<file path="config.mk">
export PLATFORM = sky130hd
export DESIGN_NAME = atconv_host
export DESIGN_NICKNAME = d
export VERILOG_FILES = /design/src/rtl/atconv_host_pkg.sv /design/src/rtl/atconv_host.sv
export SDC_FILE = /design/constraint.sdc
export NUM_CORES = 1
export LEC_CHECK = 0
export CAP_MARGIN = 20
export CELL_PAD_IN_SITES_DETAIL_PLACEMENT = 1
export CELL_PAD_IN_SITES_GLOBAL_PLACEMENT = 1
export CORE_UTILIZATION = 24
export CTS_CLUSTER_DIAMETER = 60
export DETAILED_ROUTE_END_ITERATION = 7
export PLACE_DENSITY = 0.83
export SLEW_MARGIN = 40
export SYNTH_ARGS = -nofsm -noshare
export SYNTH_HDL_FRONTEND = slang
export SYNTH_SLANG_ARGS = --single-unit
export TNS_END_PERCENT = 1
</file>
<file path="constraint.sdc">
create_clock -name clk -period 2 [get_ports clk]
set_clock_uncertainty 0.1 [all_clocks]
set_input_delay 0.2 -clock clk [delete_from_list [all_inputs] [get_ports clk]]
set_output_delay 0.2 -clock clk [all_outputs]
set_load 0.1 [all_outputs]
</file>
<file path="src/rtl/atconv_host_pkg.sv">
// Shared widths, default frame sizes and FSM state encoding for the
// atrous-convolution host controller.
package atconv_host_pkg;

  localparam int unsigned DATA_W        = 13;
  localparam int unsigned ADDR_W        = 12;
  localparam int unsigned IMG_WORDS_DEF = 4096;
  localparam int unsigned RES_WORDS_DEF = 1024;

  typedef enum logic [2:0] {
    IDLE,
    LOAD,
    START,
    RUN,
    READ,
    CAPT,
    SEND,
    DONE
  } state_t;

endpackage

</file>
<file path="src/rtl/atconv_host.sv">
// Host sequencer: streams an image into the accelerator RAM, hands off via
// ready/busy, then reads layer-1 results back out as a valid/ready stream.
module atconv_host
  import atconv_host_pkg::*;
#(
  parameter int unsigned IMG_WORDS = IMG_WORDS_DEF,
  parameter int unsigned RES_WORDS = RES_WORDS_DEF
) (
  input  logic              clk,
  input  logic              reset,
  input  logic              in_valid,
  input  logic [DATA_W-1:0] in_data,
  output logic              in_ready,
  output logic              img_we,
  output logic [ADDR_W-1:0] img_waddr,
  output logic [DATA_W-1:0] img_wdata,
  output logic              ready,
  input  logic              busy,
  output logic              crd,
  output logic [ADDR_W-1:0] caddr_rd,
  input  logic [DATA_W-1:0] cdata_rd,
  output logic              csel,
  output logic              out_valid,
  output logic [DATA_W-1:0] out_data,
  output logic              out_last,
  input  logic              out_ready,
  output logic              done
);

  localparam logic [ADDR_W-1:0] IMG_LAST = ADDR_W'(IMG_WORDS - 1);
  localparam logic [ADDR_W-1:0] RES_LAST = ADDR_W'(RES_WORDS - 1);

  state_t            state, state_next;
  logic [ADDR_W-1:0] cnt, cnt_next;

  // One counter serves both the load and the read-back phase; they never overlap.
  always_ff @(posedge clk) begin
    if (reset) begin
      state    <= IDLE;
      cnt      <= '0;
      out_data <= '0;
    end else begin
      state <= state_next;
      cnt   <= cnt_next;
      if (state == CAPT) out_data <= cdata_rd;
    end
  end

  always_comb begin
    state_next = state;
    cnt_next   = cnt;
    in_ready   = 1'b0;
    img_we     = 1'b0;
    img_waddr  = '0;
    img_wdata  = '0;
    ready      = 1'b0;
    crd        = 1'b0;
    caddr_rd   = '0;
    csel       = 1'b0;
    out_valid  = 1'b0;
    out_last   = 1'b0;
    done       = 1'b0;

    unique case (state)
      IDLE: begin
        state_next = LOAD;
        cnt_next   = '0;
      end
      LOAD: begin
        in_ready = 1'b1;
        if (in_valid) begin
          img_we    = 1'b1;
          img_waddr = cnt;
          img_wdata = in_data;
          if (cnt == IMG_LAST) begin
            state_next = START;
            cnt_next   = '0;
          end else begin
            cnt_next = cnt + 1'b1;
          end
        end
      end
      START: begin
        ready = 1'b1;
        if (busy) state_next = RUN;
      end
      RUN: begin
        if (!busy) begin
          state_next = READ;
          cnt_next   = '0;
        end
      end
      READ: begin
        crd        = 1'b1;
        csel       = 1'b1;
        caddr_rd   = cnt;
        state_next = CAPT;
      end
      CAPT: begin
        csel       = 1'b1;
        state_next = SEND;
      end
      SEND: begin
        csel      = 1'b1;
        out_valid = 1'b1;
        out_last  = (cnt == RES_LAST);
        if (out_ready) begin
          if (cnt == RES_LAST) begin
            state_next = DONE;
            cnt_next   = '0;
          end else begin
            state_next = READ;
            cnt_next   = cnt + 1'b1;
          end
        end
      end
      DONE: begin
        done       = 1'b1;
        state_next = LOAD;
        cnt_next   = '0;
      end
      default: state_next = IDLE;
    endcase
  end

endmodule

</file>
==> out/summary.txt <==
CP cell instances - buf_6 > nand2b_1 > nor2_1 > buf_4 > and2_2 > buf_12
Multi-input gate area - 0.00116 mm²
IO Count - 89
core area - 0.00676 mm²
Yosys reg bits - 28
Vias - 1,942
most frequent cell after synthesis - nand2_1
Synth top area share - 0.335
vias in the first global route - 1,970
dpl ws - -0.0990 ns
initial antenna violation count - 0
GR Util All Layers - 0.179
Power per Cell Area - 395 mW/mm²
# nets final - 347
post-synthesis sequential area ratio - 0.335
placed inst area - 0.00326 mm²
Reg clk slew, reported paths - 0.10 ns
worst-margin pin slew - 0.464 ns
GR Util met3 - 0.0292
Inst Count DP - 389
Avg WL per Cell - 16.4 µm
final WL - 6450 µm
post-route design area - 0.00340 mm²
drt drc - 0
Post-synth EDFFs - 0
Bufs on Longest Clock Path - 2
Slew Viols, Final - 0
cell taking the most area after synthesis - dfxtp_1
power consumption - 1.34 mW
Die Ht - 85.5 µm
Num CTS Buffers - 3
Async S/R FF share, synth - 0
n_diodes - 0
HPWL Detailed - 5070 µm
leakage power total - 1.39 nW
CTS root buf - clkbuf_8
Seq. cell area - 569 µm²
CP max stage delay - 0.37 ns
# hold bufs at CTS - 0
RSZ-0062 raised after global routing - true
Worst Path Required - 1.70 ns
final hold violations - 0
number of port buffers - 88
number of max-cap violations - 0
top cells by area, synth - dfxtp_1 (34%), and3_1 (9.7%), nand2_1 (8.3%)
Area Overhead vs Synth - 103%
Starting Density - 0.247
Crit Path Max Fanout - 11
final setup TNS - 0 ns
CTS tree - built
Final Worst Setup Slack - 0.0745 ns
GR Util met2 - 0.335
Setup Viol. Count Final - 0
DIE WIDTH - 85.5 µm
hold slack - 0.361 ns
Non-Filler Instances - 394
CP Launch Type - flip-flop
fraction of layout cells with a size suffix above 1 - 0.452
fill cell count - 737
Post-Syn Area - 0.00167 mm²
Clk Latency, worst-skew pair - 0.27 ns
final period utilization - 0.963
synthesized area per cell - 7.81 µm²
grt ovf - 0
FMAX - 519 MHz
outcome - finished clean
endpoint class of the critical path - output port
slew margin rel. - 0.691
RD Place Congestion - 0.833
clock sinks - 28
Rows - 30
die area - 0.00730 mm²
Yosys Warn Count - 0
final core utilization - 0.503
DR pass1 iterations - 4
largest net degree at the start of global routing - 28
M1 GR Usage - 0.212
DRT iter0 DRCs - 98
drt via density - 4.93
Final Critical Period - 1.93 ns
CP max-delay cell - dfxtp_2
Synth Net Count - 246
critical path class - flip-flop to output port
first-pass GRT wire length - 10,500 µm
H-tree depth - 1
grt peak-use layer - met2
Worst VDD drop - 0.227 mV
ys flop type - dfxtp_1
library cells used by synthesis - 41
Cells after Synth - 214
antenna violation net count after detailed routing - 0
Worst Hold Class - flip-flop to flip-flop
Data arrival, critical path - 1.63 ns
Synth top cells by count - nand2_1 (37), dfxtp_1 (28), and3_1 (26)
## final cells by class
| type | instances | share of cell area |
|---|---|---|
| repair buffers | 109 | 0.433 |
| multi-input cells | 166 | 0.340 |
| flip-flops and latches | 28 | 0.167 |
| inverters | 7 | 0.00883 |
| clock inverters | 1 | 0.00883 |
| clock buffers | 3 | 0.0121 |
| well taps | 80 | 0.0294 |
## power by group
group	internal (mW)	total (mW)	switching [mW]
combinational	0.145	0.326	0.181
sequential	0.560	0.564	0.00437
clock	0.268	0.451	0.183
## kinds of logic after synthesis
| group | synth area share |
|---|---|
| flip-flops | 0.335 |
| buffers and inverters | 0.0509 |
| AO/OA/AOI/OAI | 0.147 |
| AND/OR/NAND/NOR | 0.418 |
| adder cells (fa/ha/maj) | 0.00748 |
| XOR/XNOR | 0.0419 |
## worst max-delay path, delay by kind of cell, from the launching register on
family        cells  cell delay, ns
buf+inv           3            0.53
simple gates      3            0.44
flops             1            0.37
## worst paths after layout
check / startpoint / to / slack (ns) / cells after the start
worst max-delay path: state[2] / caddr_rd[0] / 0.07 / 6
worst min-delay path: out_data[0] / out_data[0] / 0.36 / 2
worst max register to register: cnt[0] / cnt[7] / 0.08 / 6
worst min register to register: out_data[0] / out_data[0] / 0.36 / 2
## cell usage in the layout, fill, tap and decap left out, types with 2 or more instances in the layout
cell,count
nand3_1,4
clkdlybuf4s50_1,30
nor3_4,2
dfxtp_1,23
and2_1,2
a21oi_1,17
dfxtp_2,4
xnor2_1,4
nand4_4,2
xor2_1,4
nand2b_1,2
and2_2,9
nor3_2,2
a22oi_1,2
nand2_1,37
buf_12,46
nand4_1,4
o21ba_2,2
o21ai_0,5
and3_1,5
buf_4,32
inv_1,6
nor2b_4,3
and3_2,11
and3_4,12
nor2_1,17
clkbuf_8,3
nor3_1,4
## state kept, by name, indices dropped and copies added (netlist names)
| name | count |
|---|---|
| out_data | 13 |
| cnt | 12 |
| state | 3 |
## repair_timing
| item | in CTS | in global routing |
|---|---|---|
| pin swaps | 1 | 4 |
| resized for setup | 10 | 9 |
| setup endpoints to repair | 31 | 38 |
| setup buffers | 1 | 0 |
| gates cloned | 0 | 0 |
## routing by layer
metal	vias up	part of all wire
met5	-	0
met4	0	0.0067
met3	4	0.063
met2	77	0.54
met1	926	0.40
li1	935	-
(Power assumes the default switching activity.)
